<file path="src/rtl/percentage_aggregator.sv">
// Collects one percentage report per dropoff station each epoch and publishes the
// saturated sum (R) and reporting-station count (G) once per epoch, double-buffered.
module percentage_aggregator #(
  parameter int MAX_STATIONS = 16,
  parameter int EPOCH_TICKS  = 60,
  parameter int INT          = 31
) (
  input  logic                            clk,
  input  logic                            rst,
  input  logic                            report_valid,
  input  logic [$clog2(MAX_STATIONS)-1:0] report_station_id,
  input  logic [INT:0]                    report_percentage,
  output logic [INT:0]                    total_percentage_stored,
  output logic [INT:0]                    number_of_stations,
  output logic                            totals_published,
  output logic                            epoch_empty,
  output logic                            duplicate_report
);

  localparam int TICK_W = (EPOCH_TICKS > 1) ? $clog2(EPOCH_TICKS) : 1;
  localparam logic [TICK_W-1:0] LAST_TICK = TICK_W'(EPOCH_TICKS - 1);

  logic [TICK_W-1:0]       tick;
  logic [MAX_STATIONS-1:0] seen;
  logic [MAX_STATIONS-1:0] seen_next;
  logic [MAX_STATIONS-1:0] id_mask;
  logic [INT:0]            acc;
  logic [INT:0]            acc_next;
  logic [INT:0]            pop_next;
  logic [INT+1:0]          sum_wide;
  logic                    is_dup;
  logic                    accept;
  logic                    epoch_end;

  // An out-of-range station id shifts the mask to zero, so it is neither accepted nor a duplicate.
  always_comb begin
    id_mask   = MAX_STATIONS'(1) << report_station_id;
    is_dup    = report_valid && ((seen & id_mask) != '0);
    accept    = report_valid && !is_dup && (id_mask != '0);
    sum_wide  = {1'b0, acc} + {1'b0, report_percentage};
    acc_next  = acc;
    seen_next = seen;
    if (accept) begin
      acc_next  = sum_wide[INT+1] ? '1 : sum_wide[INT:0];
      seen_next = seen | id_mask;
    end
    pop_next = '0;
    for (int i = 0; i < MAX_STATIONS; i++) begin
      pop_next = pop_next + (INT+1)'(seen_next[i]);
    end
    epoch_end = (tick == LAST_TICK);
  end

  // The closing cycle's own report is folded in via seen_next/acc_next before publishing.
  always_ff @(posedge clk or posedge rst) begin
    if (rst) begin
      tick                    <= '0;
      seen                    <= '0;
      acc                     <= '0;
      total_percentage_stored <= '0;
      number_of_stations      <= (INT+1)'(1);
      totals_published        <= 1'b0;
      epoch_empty             <= 1'b0;
      duplicate_report        <= 1'b0;
    end else begin
      duplicate_report <= is_dup;
      totals_published <= 1'b0;
      epoch_empty      <= 1'b0;
      if (epoch_end) begin
        tick <= '0;
        seen <= '0;
        acc  <= '0;
        if (pop_next != '0) begin
          total_percentage_stored <= acc_next;
          number_of_stations      <= pop_next;
          totals_published        <= 1'b1;
        end else begin
          epoch_empty <= 1'b1;
        end
      end else begin
        tick <= tick + TICK_W'(1);
        seen <= seen_next;
        acc  <= acc_next;
      end
    end
  end

endmodule
</file>
<file path="config.mk">
export PLATFORM = sky130hd
export DESIGN_NAME = percentage_aggregator
export DESIGN_NICKNAME = d
export VERILOG_FILES = /design/src/rtl/percentage_aggregator.sv
export SDC_FILE = /design/constraint.sdc
export NUM_CORES = 1
export LEC_CHECK = 0
export ABC_AREA = 1
export CELL_PAD_IN_SITES_DETAIL_PLACEMENT = 2
export CELL_PAD_IN_SITES_GLOBAL_PLACEMENT = 2
export CORE_MARGIN = 8
export CORE_UTILIZATION = 25
export DETAILED_ROUTE_END_ITERATION = 16
export DONT_BUFFER_PORTS = 1
export PLACE_DENSITY_LB_ADDON = 0.1
export REMOVE_ABC_BUFFERS = 1
export SLEW_MARGIN = 20
export SYNTH_ARGS = -nofsm -noshare
export SYNTH_HDL_FRONTEND = slang
export SYNTH_SLANG_ARGS = --single-unit
export TNS_END_PERCENT = 10
</file>
<file path="constraint.sdc">
create_clock -name clk -period 15.51 [get_ports clk]
set_input_delay 3.102 -clock clk [delete_from_list [all_inputs] [get_ports clk]]
set_output_delay 3.102 -clock clk [all_outputs]
set_load 0.005 [all_outputs]
</file>
== Word level (Yosys, flattened, before mapping) ==
Index checks and enable logic that the tools add are counted.
Word-level totals
  register bits: 121
  input port bits: 39
  output and inout port bits: 67
  word-level logic and storage cells: 47
Operators by class
  $add $sub $neg: 17
  equal/unequal tests: 1
  shift operators: 1
  multiplexer cells: 10
  bitwise operators: 2
  reduce and logical (&&, ||, !) cells: 8
Operators with widths (number)
  32-bit two-way mux: 3
  32-bit by 32-bit adder with 33-bit output: 1
  16-bit two-way mux: 2
  16-bit nonzero test: 2
  32-bit nonzero test: 1
  15-bit by 1-bit adder with 16-bit output: 1
  16-bit AND: 1
  16-bit OR: 1
  1-bit by 4-bit << shifter with 16-bit output (first input constant): 1
  14-bit by 1-bit adder with 15-bit output: 1
  13-bit by 1-bit adder with 14-bit output: 1
  12-bit by 1-bit adder with 13-bit output: 1
  11-bit by 1-bit adder with 12-bit output: 1
  10-bit by 1-bit adder with 11-bit output: 1
  9-bit by 1-bit adder with 10-bit output: 1
  8-bit by 1-bit adder with 9-bit output: 1
  7-bit by 1-bit adder with 8-bit output: 1
  6-bit by 1-bit adder with 7-bit output: 1
  5-bit by 1-bit adder with 6-bit output: 1
  6-bit by 1-bit adder with 6-bit output (second input constant): 1
  6-bit == test (second input constant): 1
  6-bit two-way mux: 1
  4-bit by 1-bit adder with 5-bit output: 1
  3-bit by 1-bit adder with 4-bit output: 1
  6 further kinds: 11

== Logic depth before layout (Yosys ltp) ==
  depth after elaboration: 26
  gate-level depth with buffers: 32
  mapped depth without buffers: 30

== Worst setup path after synthesis ==
Ideal clock, no wire load.
  kind: input to register
  start point: in report_station_id[2]
  end point: reg total_percentage_stored[0]
  library setup time: 0.118 ns
  arrival time: 8.103 ns
  data required time: 15.392 ns
  setup slack: 7.289 ns
  cell stages on the path: 30
  path buffers: 3
  path through: buf_2 inv_2 nand3_1 nor2_1 nand2_1 nand2_1 inv_1 nand2_1 nor2_2 nand2_1 nor2_2 buf_4 a21oi_1 fa_1 inv_1 fa_1 fa_1 inv_1 fa_1 inv_1 ha_1 fa_1 xor2_1 nor3_1 nand3_1 nand2_1 clkinv_1 buf_1 nand3_1 nand2_1
On the way
  cells in the longest elaborated chain, start to end: 25
  elaborated cells between the ends (all ways): 28
  those cells by class: add/sub (15); shift (1); mux (2); bitwise (2); reduce/logical (8)
Ends and longest elaborated chain
  start, declared: RTL line 11  | input logic [$clog2(MAX_STATIONS)-1:0] report_station_id,
  1-bit by 4-bit << shifter with 16-bit output (*): RTL line 37  | id_mask = MAX_STATIONS'(1) << report_station_id;
  16-bit AND: RTL line 38  | is_dup = report_valid && ((seen & id_mask) != '0);
  16-bit nonzero test: RTL line 38
  1-bit logical AND: RTL line 38
  1-bit logical NOT: RTL line 39  | accept = report_valid && !is_dup && (id_mask != '0);
  1-bit logical AND (2 in a row): RTL line 39
  16-bit two-way mux: RTL line 43  | if (accept) begin
  1-bit by 1-bit adder with 2-bit output: RTL line 49  | pop_next = pop_next + (INT+1)'(seen_next[i]);
  (+8 left out)
  10-bit by 1-bit adder with 11-bit output: RTL line 49
  11-bit by 1-bit adder with 12-bit output: RTL line 49
  12-bit by 1-bit adder with 13-bit output: RTL line 49
  13-bit by 1-bit adder with 14-bit output: RTL line 49
  14-bit by 1-bit adder with 15-bit output: RTL line 49
  15-bit by 1-bit adder with 16-bit output: RTL line 49
  32-bit nonzero test: RTL line 73  | if (pop_next != '0) begin
  2-bit AND reduction (no source line)
  end signal, assigned: RTL line 74  | total_percentage_stored <= acc_next;
  end, declared: RTL line 13  | output logic [INT:0] total_percentage_stored,
Every way passes the cells marked *; elsewhere a longest branch is shown, timed or not.
A chain may end at the register's enable or synchronous reset.

== Worst setup path after layout ==
  start point: in report_station_id[3]
  end point: reg total_percentage_stored[24]
The elaborated chain is that of the path after synthesis.

==> results.yml <==
status:
  run_status: "completed"
synth:
  asyncSetResetFlopFracSynth: 1.00
  synth.top_cells.by_count: "466 x sky130_fd_sc_hd__nand2_1, 207 x sky130_fd_sc_hd__inv_1, 93 x sky130_fd_sc_hd__dfrtp_1"
  netlist-cell-type-count: 29
  synthMostInstantiatedCell: "sky130_fd_sc_hd__nand2_1"
  synthesis.area_um2: 7270
  post_synth.cell_area_avg_um2: 6.38
  ys_seq_area_frac: 0.324
  synth_largest_area_cell: "sky130_fd_sc_hd__dfrtp_1"
  yosys_most_used_dff: "sky130_fd_sc_hd__dfrtp_1"
  synthesis.instances: 1141
  post_synth_main_area_contributors: "sky130_fd_sc_hd__dfrtp_1 32%, sky130_fd_sc_hd__nand2_1 24%, sky130_fd_sc_hd__inv_1 11%"
  synth_enable_flop_cells: 0
  synth-warning-count: 0
  synth-seq-cells: 94
  post-synth-top-area-fraction: 0.320
cells_and_area:
  finalInstanceArea_um2: 7860
  layout_cells_excl_fill: 1523
  fillers: 3559
  final_core_util: 0.274
  synthToLayoutAreaGrowth_pct: 8.10
  layout-drive-gt1-share: 0.0316
  nNetsFinal: 1222
  diodes: 0
power:
  total_leakage_power_nw: 4.63
  power.density_nw_per_um2: 145
  total_power_mw: 1.14
  worst_ir_drop_vdd_v: 0.0000503
placed_design:
  placed_cells_incl_taps: 1507
  dp.final_hpwl_um: 20100
  post_dp_cell_area_um2: 7580
  dpl_worst_slack_ps: 5790
  finalWeightedCongestion: 0.790
  io_buffer_count: 0
floorplanning:
  initial_utilization: 0.253
  floorplan.die.width_um: 187
  die_area_um2: 34800
  number_of_rows_created_at_floorplan: 62
  ioPinCount: 106
  die_h_um: 187
  coreArea_um2: 28700
sta:
  worst-slew-pin-transition_ps: 945
  setup_repair_after_global_routing_missed_its_margin: "no"
  setup_ws_ps: 6410
  final_number_of_hold_violating_endpoints: 0
  period_needed_ps: 9100
  number_of_max_slew_violations_in_the_final_report: 0
  finalClockSkew_ps: 16.8
  min_period_over_period: 0.586
  sum_of_negative_setup_slack_ps: 0
  report.final.setup_viol: 0
  max_slew_margin: 0.368
  fmaxAchievable_mhz: 110
  hold-worst-slack_ps: 472
detailed_routing:
  num_vias: 6649
  detailedRoute.firstPassIterationCount: 4
  drt_drc_violations_left: 0
  postRouteWirelength_um: 25100
  drt.antenna.violating_nets: 0
  drtIter0Drc: 169
  routed_wire_length_per_instance_um: 16.5
  routed_via_density: 4.37
critical_path:
  timing.critical_path.from_type: "input port"
  critical-path-top-delay-family: "adder cells"
  path_depth: 27
  timing.critical_path.required_ps: 15760
  kind_of_end_point_of_the_critical_path: "register"
  critPathMaxStageDelay_ps: 540
  worst-setup-path-type: "in2reg"
  cp_data_arrival_time_ps: 9340
  crit_slowest_cell: "sky130_fd_sc_hd__fa_1"
  critical_path.max_fanout: 37
  reg2regPathDepth: 25
  worstPathBufferInverterCount: 8
cts:
  insertion_delay_ps: 370
  cts.root.buffer_cell: "sky130_fd_sc_hd__clkbuf_16"
  cts-buffers-inserted: 9
  post-cts-setup-buffers: 0
  cts_sinks: 94
  cts.repair.resized: 0
  clockBufferDepth: 2
  tritoncts: "yes"
  h-tree-depth: 3
  clk_transition_reported_paths_ps: 80
  ctsHoldBuffers: 0
global_routing:
  first_global_vias: 7479
  grt_first_pass_wirelength_um: 41200
  grt_overflow_total: 0
  antenna_violations_before_repair: 0
  overall_fraction_of_global_route_tracks_in_use: 0.147
  grt_max_degree: 61
worst_hold_path:
  min_delay_path_depth: 1
  class_of_the_worst_hold_path: "reg2reg"
run:
  drv_cap: 0
[where the power goes]
group          internal [mW]  total, mW  leakage [nW]  switching, mW
sequential             0.282      0.307          1.09         0.0248
combinational          0.199      0.601          3.40          0.402
clock                  0.113      0.231         0.144          0.118
total                  0.595       1.14          4.63          0.544
[kinds of logic (layout without fill, tap and decap cells)]
kind of cell / Yosys count / after routing / synth area share
XOR/XNOR: 18 / 18 / 0.0217
AO/OA/AOI/OAI: 52 / 52 / 0.0368
AND/OR/NAND/NOR: 667 / 667 / 0.369
other: 1 / 27 / 0.000516
buffers and inverters: 260 / 232 / 0.153
adder cells (fa/ha/maj): 49 / 49 / 0.0956
flip-flops: 94 / 94 / 0.324
[registers in the layout, indices dropped and copies added, names as in the netlist]
register	flops
acc	32
duplicate_report	1
epoch_empty	1
number_of_stations	5
seen	16
tick	6
total_percentage_stored	32
totals_published	1
[layout by cell type (no fill, tap or decap), types with 7 or more instances in the layout]
cell / Yosys / routed
sky130_fd_sc_hd__o21ai_0: 7 / 7
sky130_fd_sc_hd__xnor2_1: 14 / 14
sky130_fd_sc_hd__clkbuf_16: 0 / 9
sky130_fd_sc_hd__nand3_1: 77 / 77
sky130_fd_sc_hd__nand4_1: 9 / 9
sky130_fd_sc_hd__nor3_1: 10 / 9
sky130_fd_sc_hd__conb_1: 1 / 27
sky130_fd_sc_hd__nand2_1: 466 / 465
sky130_fd_sc_hd__ha_1: 38 / 38
sky130_fd_sc_hd__a21oi_1: 42 / 42
sky130_fd_sc_hd__dfrtp_1: 93 / 93
sky130_fd_sc_hd__nor2_1: 92 / 92
sky130_fd_sc_hd__fa_1: 11 / 11
sky130_fd_sc_hd__inv_1: 207 / 206
[worst reg2reg max path: stages (launching register included)]
cell and delay [ps]:
sky130_fd_sc_hd__dfrtp_1 360, sky130_fd_sc_hd__inv_1 90, sky130_fd_sc_hd__nor2_1 60, sky130_fd_sc_hd__nor2_1 110, sky130_fd_sc_hd__nand2_1 80, sky130_fd_sc_hd__nor2_2 190, sky130_fd_sc_hd__nand3_4 470, sky130_fd_sc_hd__o21ai_0 350
sky130_fd_sc_hd__inv_1 100, sky130_fd_sc_hd__fa_1 490, sky130_fd_sc_hd__inv_1 60, sky130_fd_sc_hd__fa_1 500, sky130_fd_sc_hd__fa_1 540, sky130_fd_sc_hd__inv_1 50, sky130_fd_sc_hd__fa_1 540, sky130_fd_sc_hd__inv_1 50
sky130_fd_sc_hd__ha_1 210, sky130_fd_sc_hd__fa_1 400, sky130_fd_sc_hd__xor2_1 170, sky130_fd_sc_hd__nor3_1 160, sky130_fd_sc_hd__nand3_1 150, sky130_fd_sc_hd__nand2_2 110, sky130_fd_sc_hd__clkinv_1 520, sky130_fd_sc_hd__buf_4 490
sky130_fd_sc_hd__nand3_1 160, sky130_fd_sc_hd__nand2_1 50
[layout make-up]
class	count	area, µm²	area share
clock buffer	9	225	0.0286
inverter	212	798	0.102
clock inverter	7	62.6	0.00796
timing repair buffer	4	30.0	0.00382
multi-input combinational	813	3910	0.498
tap	384	480	0.0611
sequential	94	2350	0.299
[worst paths after layout]
kind | slack [ps] | start | end
worst max-delay path | 6410 | report_station_id[3] | total_percentage_stored[24]$_DFFE_PP0P_
worst min-delay path | 470 | tick[5]$_DFF_PP0_ | tick[5]$_DFF_PP0_
worst max register to register | 8950 | seen[13]$_DFF_PP0_ | total_percentage_stored[24]$_DFFE_PP0P_
worst min register to register | 470 | tick[5]$_DFF_PP0_ | tick[5]$_DFF_PP0_
max in group asynchronous | 11650 | rst | acc[12]$_DFF_PP0_
min in group asynchronous | 2610 | rst | tick[4]$_DFF_PP0_
[metal layers]
layer,wire length (µm),vias up,GRT usage
met4,310,0,0.0321
met3,976,18,0.0311
met2,11800,81,0.251
li1,-,3339,-
met5,0,-,0
met1,12100,3211,0.189
(Power assumes the default switching activity.)
